===== config.mk =====
export PLATFORM = sky130hd
export DESIGN_NAME = mux_rr4
export DESIGN_NICKNAME = d
export VERILOG_FILES = /design/src/rtl/mux_rr4.sv
export SDC_FILE = /design/constraint.sdc
export NUM_CORES = 1
export LEC_CHECK = 0
export CAP_MARGIN = 10
export CORE_MARGIN = 3
export CORE_UTILIZATION = 40
export CTS_CLUSTER_DIAMETER = 50
export DETAILED_ROUTE_END_ITERATION = 8
export GPL_TIMING_DRIVEN = 0
export SLEW_MARGIN = 10
export SYNTH_ARGS = -nofsm -noshare
export SYNTH_HDL_FRONTEND = slang
export SYNTH_SLANG_ARGS = --single-unit

===== constraint.sdc =====
create_clock -name clk -period 4.2 [get_ports clk]
set_input_delay 0.84 -clock clk [delete_from_list [all_inputs] [get_ports clk]]
set_output_delay 0.84 -clock clk [all_outputs]
set_load 0.01 [all_outputs]

===== src/rtl/mux_rr4.sv =====
// mux_rr4: four-lane byte multiplexer.
// Each lane buffers bytes in a small FIFO. A round-robin arbiter drains the
// lanes into one interleaved stream, one byte per clock. control[1:0] carries
// the source lane and control[7:2] a running 6-bit sequence number.
module mux_rr4 #(
  parameter int unsigned FIFO_DEPTH = 4
) (
  input  logic       clk,
  input  logic       reset,
  input  logic [3:0] valid_in,
  input  logic [7:0] data_in_0,
  input  logic [7:0] data_in_1,
  input  logic [7:0] data_in_2,
  input  logic [7:0] data_in_3,
  output logic [3:0] ready_out,
  output logic       valid_out,
  output logic [7:0] data_out,
  output logic [7:0] control,
  output logic [3:0] overflow
);

  localparam int unsigned AW = $clog2(FIFO_DEPTH);
  localparam logic [AW:0]   FULL  = (AW+1)'(FIFO_DEPTH);
  localparam logic [AW:0]   CONE  = (AW+1)'(1);
  localparam logic [AW-1:0] PONE  = AW'(1);

  typedef enum logic [0:0] {IDLE, SEND} state_t;

  // Lane storage and bookkeeping
  logic [7:0]    r_mem    [4][FIFO_DEPTH];
  logic [AW-1:0] r_wr_ptr [4];
  logic [AW-1:0] r_rd_ptr [4];
  logic [AW:0]   r_count  [4];

  logic [1:0]    r_last_grant;
  logic [5:0]    r_seq;
  state_t        r_state;
  logic          r_valid_out;
  logic [7:0]    r_data_out;
  logic [7:0]    r_control;
  logic [3:0]    r_overflow;

  logic [7:0]    w_din     [4];
  logic [3:0]    w_nonempty;
  logic [3:0]    w_full;
  logic [3:0]    w_wr_acc;
  logic [3:0]    w_pop_vec;
  logic          w_any;
  logic          w_found;
  logic [1:0]    w_sel;
  logic          w_pop;
  state_t        w_state_next;

  assign w_din[0] = data_in_0;
  assign w_din[1] = data_in_1;
  assign w_din[2] = data_in_2;
  assign w_din[3] = data_in_3;

  assign ready_out = ~w_full;
  assign valid_out = r_valid_out;
  assign data_out  = r_data_out;
  assign control   = r_control;
  assign overflow  = r_overflow;

  // Per-lane status decoded from the count registers only
  always_comb begin
    w_nonempty = '0;
    w_full     = '0;
    w_wr_acc   = '0;
    for (int unsigned i = 0; i < 4; i++) begin
      w_nonempty[i] = (r_count[i] != '0);
      w_full[i]     = (r_count[i] == FULL);
      w_wr_acc[i]   = valid_in[i] && (r_count[i] != FULL);
    end
  end

  assign w_any = |w_nonempty;

  // Round-robin search starting just after the last granted lane
  always_comb begin
    w_sel   = r_last_grant;
    w_found = 1'b0;
    for (int unsigned k = 1; k <= 4; k++) begin
      if (!w_found && w_nonempty[2'(r_last_grant + 2'(k))]) begin
        w_found = 1'b1;
        w_sel   = 2'(r_last_grant + 2'(k));
      end
    end
  end

  // FSM next-state and pop decision
  always_comb begin
    w_state_next = r_state;
    w_pop        = 1'b0;
    case (r_state)
      IDLE: begin
        if (w_any) begin
          w_pop        = 1'b1;
          w_state_next = SEND;
        end
      end
      SEND: begin
        if (w_any) begin
          w_pop = 1'b1;
        end else begin
          w_state_next = IDLE;
        end
      end
      default: w_state_next = IDLE;
    endcase
  end

  assign w_pop_vec = w_pop ? (4'b0001 << w_sel) : 4'b0000;

  // FIFO payload storage; contents need no reset because counts gate reads
  always_ff @(posedge clk) begin
    for (int unsigned i = 0; i < 4; i++) begin
      if (w_wr_acc[i]) begin
        r_mem[i][r_wr_ptr[i]] <= w_din[i];
      end
    end
  end

  // Pointers, counts, sticky overflow flags
  always_ff @(posedge clk or posedge reset) begin
    if (reset) begin
      for (int unsigned i = 0; i < 4; i++) begin
        r_wr_ptr[i] <= '0;
        r_rd_ptr[i] <= '0;
        r_count[i]  <= '0;
      end
      r_overflow <= '0;
    end else begin
      for (int unsigned i = 0; i < 4; i++) begin
        if (w_wr_acc[i]) begin
          r_wr_ptr[i] <= r_wr_ptr[i] + PONE;
        end
        if (valid_in[i] && w_full[i]) begin
          r_overflow[i] <= 1'b1;
        end
        if (w_pop_vec[i]) begin
          r_rd_ptr[i] <= r_rd_ptr[i] + PONE;
        end
        if (w_wr_acc[i] && !w_pop_vec[i]) begin
          r_count[i] <= r_count[i] + CONE;
        end else if (!w_wr_acc[i] && w_pop_vec[i]) begin
          r_count[i] <= r_count[i] - CONE;
        end
      end
    end
  end

  // FSM state, arbiter pointer and registered output stream
  always_ff @(posedge clk or posedge reset) begin
    if (reset) begin
      r_state      <= IDLE;
      r_last_grant <= 2'd3;
      r_seq        <= '0;
      r_valid_out  <= 1'b0;
      r_data_out   <= '0;
      r_control    <= '0;
    end else begin
      r_state <= w_state_next;
      if (w_pop) begin
        r_valid_out  <= 1'b1;
        r_data_out   <= r_mem[w_sel][r_rd_ptr[w_sel]];
        r_control    <= {r_seq, w_sel};
        r_seq        <= r_seq + 6'd1;
        r_last_grant <= w_sel;
      end else begin
        r_valid_out <= 1'b0;
      end
    end
  end

endmodule


Word-level counts from Yosys, hierarchy flattened --
Memory sizes are Yosys's and may differ from the RTL's. Index checks and enable logic that the tools add are counted.
Storage, ports and cells: memories kept 1, word-level logic and storage cells 163, input port bits 38, RAM bits 128, memory bits (read-only) 0, bits in registers 57, latch bits 0, output and inout port bits 25
Operators by class: bitwise gates (word level) 7, order comparisons 14, shift-type cells 1, multiplexer cells 48, multipliers 0, reduce and logical (&&, ||, !) cells 43, div/mod/pow operators 0, equal/unequal tests 8, add/sub/neg operators 20
Memory list:
- r_mem | words 4, bits a word 32, read ports 1, clocked after Yosys merged registers in 0, wr ports 4, RTL line 30 | logic [7:0] r_mem [4][FIFO_DEPTH];
Operators by type and width (number):
- two-way mux 32 bit | 4
- demux 8 bit (select 2 bit) | 4
- two-way mux 8 bit | 6
- two-way mux 3 bit | 8
- logical AND 1 bit | 23
- adder 2 x 1 -> 2 bit, second input constant | 9
- greater-or-equal comparator 3 bit, second input constant | 6
- NOT 2 -> 3 bit | 6
- binary-select mux 8 bit (select 2 bit) | 1
- two-way mux 1 bit | 13
- adder 3 x 1 -> 3 bit, second input constant | 4
- == test 3 bit, second input constant | 4
- < comparator 2 x 3 -> 1 bit, second input constant | 4
- < comparator 3 x 1 -> 1 bit, second input constant | 4
- two-way mux 2 bit | 6
- inequality test 3 bit, second input constant | 4
- nonzero test 3 bit | 4
- subtractor 3 x 1 -> 3 bit, second input constant | 4
- logical NOT 1 bit | 11
- binary-select mux 1 bit (select 2 bit) | 4
- nonzero test 2 bit | 4
- adder 6 x 1 -> 6 bit, second input constant | 1
- adder 2 bit, second input constant | 2
- binary-select mux 2 bit (select 2 bit) | 1
- other kinds (4) | 4

Logic depth before layout (Yosys ltp) --
word-level depth 21, mapped depth 13, depth with buffers taken out 11

Worst setup path before layout --
OpenSTA, ideal clock, no wires.
kind reg2reg, from register r_count[0] (netlist bit), to register r_count[2] (netlist bit), buffers on the path 2, library setup time 0.079 ns, arrival 2.915 ns, required time 4.121 ns, clock period less this slack 2.994 ns, path slack 1.206 ns, cell stages (with the launch flop) 14, cells stage by stage dfrtp_1 > nor3_2 > a21oi_1 > nor4_4 > inv_2 > buf_2 > buf_2 > nand3_1 > ha_1 > inv_1 > fa_1 > xor2_1 > nor2_1 > xor2_1
On the way: longest elaborated chain between the ends 18, elaborated cells on any way between the ends 37, those cells by class 2 x add/sub; 1 x eq/ne; 1 x shift; 19 x mux; 14 x reduce/logical
RTL lines:
- from (decl) | RTL line 33 | logic [AW:0] r_count [4];
- from (signal, indexed assignment) | RTL line 145 | r_count[i] <= r_count[i] + CONE;
- from (signal, indexed assignment) | RTL line 147 | r_count[i] <= r_count[i] - CONE;
- nonzero test 3 bit | RTL line 71 | w_nonempty[i] = (r_count[i] != '0);
- binary-select mux 1 bit (select 2 bit) | RTL line 84 | if (!w_found && w_nonempty[2'(r_last_grant + 2'(k))]) begin
- two-way mux 1 bit (implied by the code) | RTL line 84
- two-way mux 1 bit | RTL line 84
- logical NOT 1 bit | RTL line 84
- logical AND 1 bit | RTL line 84
- two-way mux 1 bit | RTL line 84
- logical NOT 1 bit | RTL line 84
- (+2 left out)
- logical NOT 1 bit | RTL line 84
- logical AND 1 bit | RTL line 84
- two-way mux 2 bit | RTL line 84
- left shift 1 x 2 -> 4 bit | RTL line 113 | assign w_pop_vec = w_pop ? (4'b0001 << w_sel) : 4'b0000;
- two-way mux 4 bit | RTL line 113
- logical NOT 1 bit | RTL line 144 | if (w_wr_acc[i] && !w_pop_vec[i]) begin
- logical AND 1 bit | RTL line 144
- two-way mux 3 bit / nonzero test 2 bit (equally long branches)
Several ways; a longest one is shown, not always the timed one. The select of a mux whose other input is x is not followed. A chain may end at the register's enable or synchronous reset.

Worst setup path after layout --
from register r_count[3] (netlist bit), to register r_count[2] (netlist bit)
On the way: longest elaborated chain between the ends 18, elaborated cells on any way between the ends 31, those cells by class 1 x shift; 18 x mux; 12 x reduce/logical
RTL lines (RTL line):
- nonzero test 3 bit * | 71
- binary-select mux 1 bit (select 2 bit) | 84
- two-way mux 1 bit (implied by the code) | 84
- two-way mux 1 bit | 84
- logical NOT 1 bit | 84
- logical AND 1 bit | 84
- two-way mux 1 bit | 84
- logical NOT 1 bit | 84
- (+2 left out)
- logical NOT 1 bit | 84
- logical AND 1 bit | 84
- two-way mux 2 bit | 84
- left shift 1 x 2 -> 4 bit | 113
- two-way mux 4 bit * | 113
- logical NOT 1 bit | 144
- logical AND 1 bit | 144
- two-way mux 3 bit / nonzero test 2 bit (equally long branches)
Every way passes the cells marked *; elsewhere a longest branch is shown, timed or not. The select of a mux whose other input is x is not followed.

==> flow_metrics.py <==
metrics = {
    "floorplan": {
        "die_x_um": 145.2,
        "initial_utilization_pct": 41.01,
        "core_area_mm2": 0.01889,
        "io_pins": 63,
        "die-area_mm2": 0.02108,
        "chipHeight_um": 145.2,
        "placementRows": 50,
    },
    "logic_synthesis": {
        "syn_inst": 591,
        "synthAdderAreaFrac_pct": 4.424,
        "synthArstFlopShare_pct": 30.81,
        "synth_compound_area_share_pct": 10.90,
        "synth_area_per_cell_um2": 13.11,
        "synthesis.nets": 654,
        "synth.distinct_cells": 41,
        "synth_xor_area_share_pct": 3.278,
        "synth_edf_count": 128,
        "synth-seq-area-share_pct": 68.04,
        "yosys_warnings": 0,
        "netlist_area_mm2": 0.007749,
        "synthMuxAreaShare_pct": 1.130,
        "yosys_most_used_dff": "edfxtp_1",
        "synth_top_family_by_area": "compound AO/OA/AOI/OAI gates",
        "synth-seq-cells": 185,
        "yosys.area_share.simple_pct": 9.801,
    },
    "place": {
        "dp_hpwl_mm": 14.69,
        "portBuffers": 62,
        "gp_congestion": 0.8908,
        "post_dp_cell_area_mm2": 0.008697,
    },
    "route": {
        "detail_route.wl_per_cell_um": 20.54,
        "drt_pre_antenna_iters": 5,
        "drtIter0Drc": 332,
        "vias_per_cell": 5.451,
        "ant_nets": 0,
        "num_vias": 5151,
        "finalWirelength_mm": 19.42,
        "drc": 0,
    },
    "grt": {
        "grt_usage_pct": 19.10,
        "gr-total-overflow": 0,
        "antenna_found_initial": 0,
        "grt_pass1_vias": 5607,
        "grt_max_degree": 58,
        "grt_pass1_wl_mm": 30.61,
    },
    "status": {
        "status": "finished clean",
    },
    "worst_setup_path": {
        "critPathLaunchType": "flop",
        "r2r_end": "r_count[2]",
        "regToRegSetupSlack_ns": 0.46,
        "critPathRequiredTime_ns": 4.54,
        "critPathArrivalTime_ns": 4.08,
        "path_class": "flop to flop",
        "cp_max_fo": 10,
        "slowest_stage": "nor4_4",
        "r2r_cells": 13,
        "slowest_delay_ns": 0.58,
        "cp.depth": 13,
        "worstSetupEndpointType": "flop",
        "cp_num_buf_inv": 4,
        "r2r_start": "r_count[3]",
        "crit_end": "r_count[2]",
        "startpoint": "r_count[3]",
        "crit_chain": "nor3_2, a21oi_1, nor4_4, inv_2, buf_2, buf_2, nand3_1, ha_1, inv_1, fa_1, xor2_1, nor2_1, xor2_1",
        "critical-path-top-delay-family": "simple AND/OR/NAND/NOR gates",
    },
    "timing": {
        "slew-limit-headroom_pct": 50.13,
        "rsz0062_at_grt": "no",
        "fmax_ghz": 0.2674,
        "fin_setup_tns_ns": 0,
        "setup_viol": 0,
        "min_period_ns": 3.740,
        "hold_viol_final": 0,
        "whs_ns": 0.4691,
        "worst_pin_slew_ns": 0.7480,
        "final.period_utilization_pct": 89.04,
        "maxSlewViolCount": 0,
        "fin_skew_ns": 0.006216,
    },
    "clock_network": {
        "path_clk_slew_ns": 0.07,
        "cts_root_buffer": "clkbuf_16",
        "clk-insertion-delay-late_ns": 0.43,
        "cts_buffers": 17,
        "cts_resized": 0,
        "cts.sink_count": 185,
        "ctsHoldBuffers": 0,
        "post_cts_buffers": 0,
        "h-tree-depth": 4,
        "cts_tree": "built",
        "ctsLongestPathBuffers": 2,
    },
    "min_path": {
        "hold_path.class": "flop to flop",
        "hold_start": "control[6]",
    },
    "cells_and_area": {
        "multi_input_area_mm2": 0.002288,
        "fillers": 1687,
        "final_common_cell": "edfxtp_1",
        "synthToLayoutAreaGrowth_pct": 19.60,
        "regArea_mm2": 0.005273,
        "antenna_cells": 0,
        "design_area_mm2": 0.009268,
        "layout_common_cells": "edfxtp_1 (128), nand2_1 (100), a21oi_1 (68), clkdlybuf4s50_1 (62), dfrtp_1 (55)",
        "final_nets": 735,
        "drive_gt1_share_pct": 8.467,
    },
    "power": {
        "p_leak_nw": 3.422,
        "p_per_area_mw_per_mm2": 913.0,
        "peakVddDrop_uv": 411.9,
    },
    "run": {
        "max_cap_violations": 0,
    },
}
report_power, final:
| part | switching [mW] | internal [mW] | total [mW] |
|---|---|---|---|
| combinational | 2.56 | 1.51 | 4.07 |
| clock | 0.666 | 0.859 | 1.53 |
| sequential | 0.317 | 2.55 | 2.87 |
registers in the layout (all words and copies together) (netlist names):
| name | flops |
|---|---|
| valid_out | 1 |
| overflow | 4 |
| r_seq | 6 |
| r_mem | 128 |
| r_rd_ptr | 8 |
| control | 8 |
| r_wr_ptr | 8 |
| data_out | 8 |
| r_count | 12 |
| r_last_grant | 2 |
metal layers:
layer	GRT usage, %	share of wire (%)
met1	23.71	41
met2	32.07	50
met3	3.998	5.2
met4	9.069	4.4
met5	0	0
tightest hold or removal path, stage by stage, from the launching register on:
cell and delay (ns):
dfrtp_1 0.34, nand2_1 0.05, nand2_1 0.05
worst min path at each step:
| stage | cells after the start | slack [ns] | end |
|---|---|---|---|
| detailed placement | 2 | 0.46 | control[7] |
| floorplan | 1 | 0.44 | r_seq[5] |
| CTS | 2 | 0.47 | control[7] |
| global placement | 2 | 0.45 | control[7] |
| global route | 1 | 0.49 | r_seq[5] |
| finish | 2 | 0.47 | control[6] |
Yosys cell counts (5+ instances only):
cell	number	area, um^2
xor2_1	9	78.83
a211oi_1	9	67.56
xnor2_1	20	175.2
nor3_1	10	50.05
mux2_2	6	67.56
nor2_1	18	67.56
a22oi_1	16	120.1
nand2_1	100	375.4
a21oi_1	68	340.3
buf_2	6	30.03
nand4_1	6	37.54
a2111oi_0	7	61.31
clkbuf_1	21	78.83
edfxtp_1	128	3844
o21ai_0	5	25.02
and3_1	16	100.1
ha_1	21	262.8
a221oi_1	16	140.1
dfrtp_1	55	1376
inv_1	16	60.06
cell families after synthesis:
group / Yosys count
AO/OA/AOI/OAI: 130
XOR/XNOR: 29
adder cells (fa/ha/maj): 25
buffers and inverters: 47
flip-flops: 185
multiplexers: 8
AND/OR/NAND/NOR: 167
area by class of cell:
type,instances,share of cell area [%]
Inverter,17,0.7155
Multi-Input combinational cell,359,24.69
Timing Repair Buffer,62,6.696
Sequential cell,185,56.89
Clock inverter,8,0.6210
Buffer,30,1.337
Clock buffer,24,5.535
Tap cell,260,3.510
metrics by stage:
stage	instances	setup slack [ns]	utilization, %	power (mW)
3_5_place_dp	913	0.4315	46.03	6.958
5_1_grt	945	0.1737	49.05	9.056
6_report	945	0.4604	49.05	8.461
2_1_floorplan	591	1.206	-	5.505
4_1_cts	945	0.4060	49.05	8.496
3_3_place_gp	913	0.6166	46.02	6.754
Note: power is estimated with default switching activity, not from simulation.
